==> src/rtl/io_uart.sv <==
// -----------------------------------------------------------------------------
// io_uart -- memory-mapped 8N1 UART with a 4-entry transmit FIFO and a
// single-byte receive holding register.
//
// Parameters
//   CLKS_PER_BIT  clock cycles per serial bit (4..65535)
//   DATA_ADDR     IO address of the data register (write: TX push, read: RX byte)
//   STAT_ADDR     IO address of the status register
//
// Ports
//   i_clk        system clock, rising edge
//   i_rst        asynchronous active-high reset
//   i_bus        CPU write data
//   o_bus        read data, 8'h00 when o_busEnable is low
//   o_busEnable  high while a read access targets DATA_ADDR or STAT_ADDR
//   i_ioSelect   IO space selected
//   i_ioAddress  IO register address
//   i_ioNOE      active-low read strobe
//   i_ioNWE      active-low write strobe
//   i_rx         asynchronous serial input, idle high
//   o_tx         serial output, idle high
//
// Status register: {3'b0, frame_err, overrun, rx_valid, tx_idle, tx_not_full}
// Status write: i_bus[2] clears overrun, i_bus[3] clears frame_err.
// -----------------------------------------------------------------------------
module io_uart #(
    parameter int unsigned CLKS_PER_BIT = 16,
    parameter logic [7:0]  DATA_ADDR    = 8'h01,
    parameter logic [7:0]  STAT_ADDR    = 8'h02
) (
    input  logic       i_clk,
    input  logic       i_rst,
    input  logic [7:0] i_bus,
    output logic [7:0] o_bus,
    output logic       o_busEnable,
    input  logic       i_ioSelect,
    input  logic [7:0] i_ioAddress,
    input  logic       i_ioNOE,
    input  logic       i_ioNWE,
    input  logic       i_rx,
    output logic       o_tx
);

    localparam logic [15:0] BIT_LAST  = 16'(CLKS_PER_BIT - 1);
    localparam logic [15:0] HALF_LAST = 16'(CLKS_PER_BIT / 2 - 1);

    typedef enum logic [1:0] {
        ST_IDLE  = 2'd0,
        ST_START = 2'd1,
        ST_DATA  = 2'd2,
        ST_STOP  = 2'd3
    } uart_state_e;

    // ------------------------------------------------------------------
    // Bus decode and access edge detection
    // ------------------------------------------------------------------
    logic rd_data, rd_stat, wr_data, wr_stat;
    logic rd_data_q, wr_data_q, wr_stat_q;
    logic rd_data_pulse, wr_data_pulse, wr_stat_pulse;

    assign rd_data = i_ioSelect & ~i_ioNOE & (i_ioAddress == DATA_ADDR);
    assign rd_stat = i_ioSelect & ~i_ioNOE & (i_ioAddress == STAT_ADDR);
    assign wr_data = i_ioSelect & ~i_ioNWE & (i_ioAddress == DATA_ADDR);
    assign wr_stat = i_ioSelect & ~i_ioNWE & (i_ioAddress == STAT_ADDR);

    // Only the first clock of a held strobe acts.
    assign rd_data_pulse = rd_data & ~rd_data_q;
    assign wr_data_pulse = wr_data & ~wr_data_q;
    assign wr_stat_pulse = wr_stat & ~wr_stat_q;

    // ------------------------------------------------------------------
    // TX FIFO
    // ------------------------------------------------------------------
    logic [7:0] fifo_mem [4];
    logic [1:0] wr_ptr_q, wr_ptr_d, rd_ptr_q, rd_ptr_d;
    logic [2:0] count_q, count_d;
    logic       fifo_empty, fifo_full, push, tx_pop;

    assign fifo_empty = (count_q == 3'd0);
    assign fifo_full  = (count_q == 3'd4);
    // A full FIFO drops the write even if the transmitter pops this cycle.
    assign push       = wr_data_pulse & ~fifo_full;

    // NOTE: every variable assigned in an always_comb gets a default at the
    // top of the block, so no path can leave it unassigned and infer a latch.
    always_comb begin
        wr_ptr_d = wr_ptr_q;
        rd_ptr_d = rd_ptr_q;
        count_d  = count_q;
        if (push)   wr_ptr_d = wr_ptr_q + 2'd1;
        if (tx_pop) rd_ptr_d = rd_ptr_q + 2'd1;
        case ({push, tx_pop})
            2'b10:   count_d = count_q + 3'd1;
            2'b01:   count_d = count_q - 3'd1;
            default: count_d = count_q;
        endcase
    end

    // NOTE: the FIFO storage has no reset; the pointers and count define which
    // entries are valid, so clearing the array would only cost reset routing.
    always_ff @(posedge i_clk) begin
        if (push) fifo_mem[wr_ptr_q] <= i_bus;
    end

    // ------------------------------------------------------------------
    // Transmitter
    // ------------------------------------------------------------------
    uart_state_e tx_state_q, tx_state_d;
    logic [15:0] tx_cnt_q, tx_cnt_d;
    logic [2:0]  tx_bit_q, tx_bit_d;
    logic [7:0]  tx_shift_q, tx_shift_d;

    always_comb begin
        tx_state_d = tx_state_q;
        tx_cnt_d   = tx_cnt_q;
        tx_bit_d   = tx_bit_q;
        tx_shift_d = tx_shift_q;
        tx_pop     = 1'b0;
        case (tx_state_q)
            ST_IDLE: begin
                if (!fifo_empty) begin
                    tx_pop     = 1'b1;
                    tx_shift_d = fifo_mem[rd_ptr_q];
                    tx_cnt_d   = '0;
                    tx_state_d = ST_START;
                end
            end
            ST_START: begin
                if (tx_cnt_q == BIT_LAST) begin
                    tx_cnt_d   = '0;
                    tx_bit_d   = '0;
                    tx_state_d = ST_DATA;
                end else begin
                    tx_cnt_d = tx_cnt_q + 16'd1;
                end
            end
            ST_DATA: begin
                if (tx_cnt_q == BIT_LAST) begin
                    tx_cnt_d   = '0;
                    tx_shift_d = {1'b0, tx_shift_q[7:1]};
                    tx_bit_d   = tx_bit_q + 3'd1;
                    if (tx_bit_q == 3'd7) tx_state_d = ST_STOP;
                end else begin
                    tx_cnt_d = tx_cnt_q + 16'd1;
                end
            end
            ST_STOP: begin
                if (tx_cnt_q == BIT_LAST) begin
                    tx_cnt_d = '0;
                    // Chain straight into the next start bit: no idle gap.
                    if (!fifo_empty) begin
                        tx_pop     = 1'b1;
                        tx_shift_d = fifo_mem[rd_ptr_q];
                        tx_state_d = ST_START;
                    end else begin
                        tx_state_d = ST_IDLE;
                    end
                end else begin
                    tx_cnt_d = tx_cnt_q + 16'd1;
                end
            end
            default: tx_state_d = ST_IDLE;
        endcase
    end

    assign o_tx = (tx_state_q == ST_START) ? 1'b0 :
                  (tx_state_q == ST_DATA)  ? tx_shift_q[0] : 1'b1;

    // ------------------------------------------------------------------
    // Receiver
    // ------------------------------------------------------------------
    logic        rx_meta_q, rx_sync_q, rx_prev_q;
    uart_state_e rx_state_q, rx_state_d;
    logic [15:0] rx_cnt_q, rx_cnt_d;
    logic [2:0]  rx_bit_q, rx_bit_d;
    logic [7:0]  rx_shift_q, rx_shift_d;
    logic        rx_done, rx_ferr;

    always_comb begin
        rx_state_d = rx_state_q;
        rx_cnt_d   = rx_cnt_q;
        rx_bit_d   = rx_bit_q;
        rx_shift_d = rx_shift_q;
        rx_done    = 1'b0;
        rx_ferr    = 1'b0;
        case (rx_state_q)
            ST_IDLE: begin
                if (rx_prev_q && !rx_sync_q) begin
                    rx_cnt_d   = '0;
                    rx_state_d = ST_START;
                end
            end
            ST_START: begin
                // Recheck at the start-bit centre; a high line was a glitch.
                if (rx_cnt_q == HALF_LAST) begin
                    rx_cnt_d   = '0;
                    rx_bit_d   = '0;
                    rx_state_d = rx_sync_q ? ST_IDLE : ST_DATA;
                end else begin
                    rx_cnt_d = rx_cnt_q + 16'd1;
                end
            end
            ST_DATA: begin
                if (rx_cnt_q == BIT_LAST) begin
                    rx_cnt_d   = '0;
                    rx_shift_d = {rx_sync_q, rx_shift_q[7:1]};
                    rx_bit_d   = rx_bit_q + 3'd1;
                    if (rx_bit_q == 3'd7) rx_state_d = ST_STOP;
                end else begin
                    rx_cnt_d = rx_cnt_q + 16'd1;
                end
            end
            ST_STOP: begin
                if (rx_cnt_q == BIT_LAST) begin
                    rx_cnt_d   = '0;
                    rx_state_d = ST_IDLE;
                    rx_done    = rx_sync_q;
                    rx_ferr    = ~rx_sync_q;
                end else begin
                    rx_cnt_d = rx_cnt_q + 16'd1;
                end
            end
            default: rx_state_d = ST_IDLE;
        endcase
    end

    // ------------------------------------------------------------------
    // Holding register and status flags
    // ------------------------------------------------------------------
    logic [7:0] hold_q, hold_d;
    logic       rx_valid_q, rx_valid_d;
    logic       overrun_q, overrun_d;
    logic       frame_err_q, frame_err_d;
    logic       tx_idle, tx_not_full;
    logic [7:0] status;

    always_comb begin
        hold_d     = rx_done ? rx_shift_q : hold_q;
        // A new byte wins over a same-cycle data read clear.
        rx_valid_d = rx_done | (rx_valid_q & ~rd_data_pulse);
        // Sticky flags: a set in the same cycle as a clear leaves them set.
        overrun_d   = (rx_done & rx_valid_q & ~rd_data_pulse) |
                      (overrun_q & ~(wr_stat_pulse & i_bus[2]));
        frame_err_d = rx_ferr | (frame_err_q & ~(wr_stat_pulse & i_bus[3]));
    end

    assign tx_not_full = ~fifo_full;
    assign tx_idle     = fifo_empty & (tx_state_q == ST_IDLE);
    assign status      = {3'b000, frame_err_q, overrun_q, rx_valid_q, tx_idle, tx_not_full};

    assign o_busEnable = rd_data | rd_stat;
    assign o_bus       = rd_data ? hold_q : (rd_stat ? status : 8'h00);

    // ------------------------------------------------------------------
    // State registers
    // ------------------------------------------------------------------
    // NOTE: sequential state uses non-blocking assignments so every register
    // samples its pre-edge inputs regardless of statement order.
    always_ff @(posedge i_clk or posedge i_rst) begin
        if (i_rst) begin
            rd_data_q   <= 1'b0;
            wr_data_q   <= 1'b0;
            wr_stat_q   <= 1'b0;
            wr_ptr_q    <= '0;
            rd_ptr_q    <= '0;
            count_q     <= '0;
            tx_state_q  <= ST_IDLE;
            tx_cnt_q    <= '0;
            tx_bit_q    <= '0;
            tx_shift_q  <= '0;
            rx_meta_q   <= 1'b1;
            rx_sync_q   <= 1'b1;
            rx_prev_q   <= 1'b1;
            rx_state_q  <= ST_IDLE;
            rx_cnt_q    <= '0;
            rx_bit_q    <= '0;
            rx_shift_q  <= '0;
            hold_q      <= 8'h00;
            rx_valid_q  <= 1'b0;
            overrun_q   <= 1'b0;
            frame_err_q <= 1'b0;
        end else begin
            rd_data_q   <= rd_data;
            wr_data_q   <= wr_data;
            wr_stat_q   <= wr_stat;
            wr_ptr_q    <= wr_ptr_d;
            rd_ptr_q    <= rd_ptr_d;
            count_q     <= count_d;
            tx_state_q  <= tx_state_d;
            tx_cnt_q    <= tx_cnt_d;
            tx_bit_q    <= tx_bit_d;
            tx_shift_q  <= tx_shift_d;
            rx_meta_q   <= i_rx;
            rx_sync_q   <= rx_meta_q;
            rx_prev_q   <= rx_sync_q;
            rx_state_q  <= rx_state_d;
            rx_cnt_q    <= rx_cnt_d;
            rx_bit_q    <= rx_bit_d;
            rx_shift_q  <= rx_shift_d;
            hold_q      <= hold_d;
            rx_valid_q  <= rx_valid_d;
            overrun_q   <= overrun_d;
            frame_err_q <= frame_err_d;
        end
    end

endmodule

==> config.mk <==
export PLATFORM = sky130hd
export DESIGN_NAME = io_uart
export DESIGN_NICKNAME = d
export VERILOG_FILES = /design/src/rtl/io_uart.sv
export SDC_FILE = /design/constraint.sdc
export NUM_CORES = 1
export LEC_CHECK = 0
export CAP_MARGIN = 20
export CORE_ASPECT_RATIO = 1.1
export CORE_MARGIN = 3
export CORE_UTILIZATION = 41
export CTS_CLUSTER_DIAMETER = 120
export DETAILED_ROUTE_END_ITERATION = 16
export PLACE_DENSITY = 0.56
export RECOVER_POWER = 25
export SETUP_SLACK_MARGIN = 0.4
export SKIP_CTS_REPAIR_TIMING = 1
export SYNTH_ARGS = -nofsm -noshare
export SYNTH_HDL_FRONTEND = slang
export SYNTH_SLANG_ARGS = --single-unit
==> constraint.sdc <==
create_clock -name i_clk -period 3.45 [get_ports i_clk]
set_input_delay 0.5175 -clock i_clk [delete_from_list [all_inputs] [get_ports i_clk]]
set_output_delay 0.5175 -clock i_clk [all_outputs]
set_load 0.02 [all_outputs]
==> out/metrics.cfg, run 1 <==
[clock_network]
clkTransAtPathRegs_ns = 0.05
cts_buffer_depth = 2
htreeDepth = 4
cts_tree = yes
clk_latency_ns = 0.42
cts_inserted_buffers = 17
clock_sinks = 114
clockRootBuffer = clkbuf_16

[yosys]
yosysTopAreaCell = dfrtp_1
ys.flop_type = dfrtp_1
yosysSeqAreaShare_pct = 56.0
syn_inst = 456
synth-edff-count = 32
synth_common_cells = 79 x dfrtp_1, 46 x nand2_1, 40 x o21ai_0, 32 x edfxtp_1
post-synth-top-area-fraction_pct = 36.7
post-synth-top-count-cell = dfrtp_1
synth.cell_area_sq_mm = 0.00539
mappedNetlistNets = 496
async_flop_share_pct = 71.9
synth-seq-cells = 114
synth_area_leaders = dfrtp_1 37%, edfxtp_1 18%, mux2_2 4.0%
yosys_warnings = 0
syn_avg_cell_area_sq_um = 11.8
yosysUniqueCellTypes = 61

[global_routing]
antenna_found_initial = 0
grt_usage_pct = 15.8
grt_pass1_wl_um = 17900
grt_remaining_overflow = 0
grt_start_max_net_pins = 51
first_global_vias = 3611

[sta]
holdWs_ns = 0.364
slew_headroom_pct = -49.9
tightest_slew_ns = 2.24
finalCriticalPeriod_ns = 3.08
rsz0062_at_grt = true
fmax_ghz = 0.324
finClkSkew_ns = 0.0114
post-route-period-util_pct = 89.4
fin_setup_tns_ns = 0
slew_violations = 51
setup_viol = 0
hold_viol = 0

[cells_and_area]
multiInputGateArea_sq_mm = 0.00226
num-nets-final = 543
seqCellArea_sq_mm = 0.00302
final_area_sq_mm = 0.00656
n_antenna_cell = 0
layout-drive-gt1-share_pct = 16.5
fillCellCount = 1160
syn2layout_area_growth_pct = 21.7
fin_cells = 673

[floorplanning]
core.rowCount = 43
die-width_um = 115
ios = 32
coreArea_sq_mm = 0.0128
start_util_pct = 42.3
die_h_um = 126
die-area_sq_mm = 0.0146

[worst_setup_path]
cp_common_cell = clkdlybuf4s50_1
cp_slowest_stage_delay_ns = 0.60
crit_fanout = 7
crit_buf_inv = 3
crit_required_ns = 2.93
slowest_stage = clkdlybuf4s50_1
path_delay_family = buffers and inverters
cp.arrival_ns = 2.57
crit_chain = clkdlybuf4s50_1, nor4_1, nand2_1, nor3_2, buf_4, a22o_1, clkdlybuf4s50_1
crit_path_end_kind = output pin
critical_path_class = in -> out
start_kind = input pin

[status]
status = finished with violations
violations = capacitance limit, slew limit

[place]
gp_congestion = 0.767
post-place-cells = 641
port-buffer-count = 31
place_area_sq_mm = 0.00591
dp_hpwl_um = 7320

[route]
final_antenna_net_count = 0
vias = 3692
wl_per_cell_um = 15.8
drc_errors = 0
first_pass_iters = 4
vias_per_cell = 5.49
drt-total-wl_um = 10600
drt_iter0_markers = 145

[power]
p_per_area_mw_per_mm2 = 707
ir_drop_uv = 406
leakage_nw = 2.84
power.total_mw = 4.64

[hold_path]
worstHoldPathType = reg -> reg

[flow_run]
cap_violations = 1

[worst register-to-register path, delay by kind of cell, from the launching register on]
family / cells / cell delay, ns
xor+xnor: 2 / 0.30
compound gates: 1 / 0.13
simple gates: 4 / 1.21
buf+inv: 1 / 0.07
fa+ha+maj: 2 / 0.63
flops: 1 / 0.45
[through the flow]
| stage | util (%) | setup slack [ns] |
|---|---|---|
| 2_1_floorplan | - | 0.815 |
| 3_3_place_gp | 46.4 | 0.269 |
| 3_5_place_dp | 46.4 | 0.248 |
| 4_1_cts | 51.1 | 0.239 |
| 5_1_grt | 51.4 | 0.282 |
| 6_report | 51.4 | 0.367 |
[final timing paths]
kind,start,endpoint,slack (ns),cells past startpoint
max,i_ioAddress[5],o_bus[2],0.37,7
min,rx_meta_q,rx_sync_q,0.36,0
max reg2reg,tx_cnt_q[6],count_q[2],0.58,10
min reg2reg,rx_meta_q,rx_sync_q,0.36,0
max in group asynchronous,i_rst,rx_cnt_q[8],1.24,3
min in group asynchronous,i_rst,tx_cnt_q[6],1.15,2
[flip-flops by register name, indices dropped and copies added, names as in the netlist, 2 cells and up, named ones only]
signal      count
count_q         3
fifo_mem       32
hold_q          8
rd_ptr_q        2
rx_bit_q        3
rx_cnt_q       16
rx_shift_q      8
tx_bit_q        3
tx_cnt_q       16
tx_shift_q      8
tx_state_q      2
wr_ptr_q        2
[metal layers]
layer | vias up | global-route usage (%) | routed length [um]
met5 | - | 0 | 0
met4 | 0 | 6.84 | 197
met3 | 15 | 4.47 | 338
met2 | 53 | 24.1 | 5160
met1 | 1823 | 20.9 | 4910
li1 | 1801 | - | -
[layout make-up]
| type | count | share of cell area [%] |
|---|---|---|
| timing repair buffer | 41 | 6.15 |
| multi-input combinational | 312 | 34.5 |
| tap | 157 | 3.00 |
| sequential | 114 | 46.0 |
| clock inverter | 15 | 2.82 |
| inverter | 17 | 0.993 |
| clock buffer | 17 | 6.49 |
[cells in the final DEF (no fill, tap or decap), types with 10 or more instances in the layout]
cell type and n:
a21oi_1 13, a22o_1 11, and2_1 12, buf_4 10, clkbuf_16 17, clkdlybuf4s50_1 14, dfrtp_1 79, dlygate4sd3_1 10
edfxtp_1 32, ha_1 17, inv_1 16, mux2_2 19, nand2_1 46, nand3_1 19, nor2_1 17, nor3_1 10
o21ai_0 40
[logic make-up after synthesis]
| kind of cell | synth area share [%] |
|---|---|
| compound gates | 12.0 |
| fa+ha+maj | 4.32 |
| buf+inv | 2.30 |
| simple gates | 14.6 |
| xor+xnor | 1.79 |
| mux | 8.99 |
| flops | 56.0 |
[where the power goes]
group	internal [mW]	leakage, nW	total [mW]	switching (mW)
Combinational	0.487	1.17	1.11	0.619
Clock	1.14	0.294	1.79	0.650
Sequential	1.54	1.38	1.74	0.195
No activity file was read; power rests on OpenSTA's default activity.
==> run 2, diff against run 1 <==
Settings changed: MAX_ROUTING_LAYER set to met4.
==> run 2 against run 1 <==
Net effect:
- the run still ends with capacitance limit, slew limit left
- largest cell class unchanged
- highest routed layer unchanged
- fmax hardly changed
- setup slack hardly changed
- final cell count stayed put
- clock-buffer cell count stayed put
- clock power hardly changed
==> out/metrics.cfg, run 2 (synthesized netlist as in run 1, its figures left out) <==
[worst_setup_path]
crit_start = i_ioAddress[5]
r2r_cells = 10  ; unchanged
cp.arrival_ns = 2.57  ; about the same
critical_path_class = in -> out
crit_required_ns = 2.93  ; about the same
crit_path_end_kind = output pin
start_kind = input pin
timing.rr.start = tx_cnt_q[6]
crit_fanout = 7  ; unchanged

[hold_path]
worstHoldPathType = reg -> reg
hold_path_startpoint = rx_meta_q
min_delay_path_depth = 0  ; unchanged

[power]
switchingPower_mw = 1.47  ; +0.18%
switching_share_pct = 31.6  ; +0.038 points
p_per_area_mw_per_mm2 = 708  ; about the same
comb_power_share_pct = 23.9  ; about the same
ir_drop_uv = 408  ; +0.42%
power_frac_seq_pct = 37.5  ; about the same
clkPwrFrac_pct = 38.6  ; about the same
leakage_nw = 2.84  ; unchanged
internal-power_mw = 3.17  ; about the same

[global_routing]
antenna_found_initial = 0  ; unchanged
grt_pass1_wl_um = 17900  ; about the same
grt_start_max_net_pins = 51  ; unchanged
use_met3_pct = 4.47  ; unchanged
first_global_vias = 3610  ; -0.028%
grt_use_met1_pct = 20.7  ; -0.16 points
grt_usage_pct = 16.2  ; +0.44 points
grt.met2_usage_pct = 24.3  ; +0.10 points
top_usage_layer = met2
grt_remaining_overflow = 0  ; unchanged

[sta]
setup_viol = 0  ; unchanged
finClkSkew_ns = 0.00669  ; -0.00473 ns
finalCriticalPeriod_ns = 3.08  ; +0.000498 ns
hold_viol = 0  ; unchanged
slew_violations = 51  ; unchanged
fmax_ghz = 0.324  ; about the same
fin_setup_tns_ns = 0  ; unchanged
post-route-period-util_pct = 89.4  ; about the same
tightest_slew_ns = 2.24  ; +0.00683 ns
slew_headroom_pct = -50.4  ; -0.46 points
rsz0062_at_grt = true

[route]
first_pass_iters = 4  ; unchanged
wl_per_cell_um = 15.7  ; -0.51%
vias_per_cell = 5.45  ; -0.65%
vias = 3668  ; -0.65%
drt-total-wl_um = 10600  ; -0.51%
drc_errors = 0  ; unchanged
final_antenna_net_count = 0  ; unchanged
drt_iter0_markers = 142  ; -2.1%

[floorplanning]
start_util_pct = 42.3  ; unchanged
die-area_sq_mm = 0.0146  ; unchanged
ios = 32  ; unchanged
core.rowCount = 43  ; unchanged
die_h_um = 126  ; unchanged
die-width_um = 115  ; unchanged
coreArea_sq_mm = 0.0128  ; unchanged

[clock_network]
cts_inserted_buffers = 17  ; unchanged
htreeDepth = 4  ; unchanged
clk_latency_ns = 0.42  ; about the same
clkTransAtPathRegs_ns = 0.05  ; about the same
clock_sinks = 114  ; unchanged
clockRootBuffer = clkbuf_16
cts_tree = yes
cts_buffer_depth = 2  ; unchanged

[status]
violations = capacitance limit, slew limit
status = finished with violations

[place]
gp_congestion = 0.777  ; +1.3%
port-buffer-count = 31  ; unchanged
dp_hpwl_um = 7320  ; unchanged

[cells_and_area]
num-nets-final = 543  ; unchanged
layout-drive-gt1-share_pct = 16.5  ; unchanged
top_register = fifo_mem
layout_common_cells = 79 x dfrtp_1, 46 x nand2_1, 40 x o21ai_0
post-route-util_pct = 51.4  ; unchanged
layout_commonest_cell = dfrtp_1
n_antenna_cell = 0  ; unchanged
syn2layout_area_growth_pct = 21.7  ; unchanged
top_regs = fifo_mem: 32 flops, rx_cnt_q: 16 flops, tx_cnt_q: 16 flops
largest_reg_flops = 32  ; unchanged

[flow_run]
cap_violations = 1  ; unchanged

## run 2: cell counts in the layout (fill, tap and decap cells not counted)
No cell type changed its count.
## run 2: area by class of cell
| class | count | area, sq um |
|---|---|---|
| fillers | 1160 | 6200 |
| flip-flops and latches | 114 | 3020 |
| multi-input cells | 312 | 2260 |
| clock buffers | 17 | 425 |
| repair buffers | 41 | 403 |
| well taps | 157 | 196 |
| clock inverters | 15 | 185 |
| inverters | 17 | 65.1 |
## run 2: path summary, 6_finish.rpt
| kind | end | slack, ns |
|---|---|---|
| max in group asynchronous | rx_cnt_q[8] | 1.24 |
| worst max-delay path | o_bus[2] | 0.37 |
| min in group asynchronous | tx_cnt_q[6] | 1.15 |
| worst min-delay path | rx_sync_q | 0.36 |
| worst max register to register | count_q[2] | 0.58 |
| worst min register to register | rx_sync_q | 0.36 |
## run 2: per-stage QoR
stage               setup WS [ns]  instances  cell area [sq um]  hold slack [ns]  total power, mW
floorplan                   0.815        456               5390            0.345             2.60
global placement            0.269        641               5910            0.346             2.84
detailed placement          0.248        641               5910            0.352             2.89
CTS                         0.239        673               6520            0.360             4.70
global route                0.282        673               6560            0.369             4.95
finish                      0.366        673               6560            0.364             4.64
## run 2: worst max-delay path, stage by stage
cell	delay, ns
clkdlybuf4s50_1	0.39
nor4_1	0.28
nand2_1	0.20
nor3_2	0.26
buf_4	0.18
a22o_1	0.14
clkdlybuf4s50_1	0.60
## run 2: power by group through the flow
stage,clock [mW],sequential (mW),combinational (mW)
6_report,1.79,1.74,1.11
5_1_grt,1.90,1.77,1.28
4_1_cts,1.83,1.74,1.13
3_5_place_dp,0,1.76,1.13
3_3_place_gp,0,1.76,1.08
2_1_floorplan,0,1.66,0.945
## run 2: metal layers
metal	share of wire, %	vias up
met5	0	-
met2	49	46
met4	2.0	0
met1	46	1811
li1	-	1795
met3	3.0	16
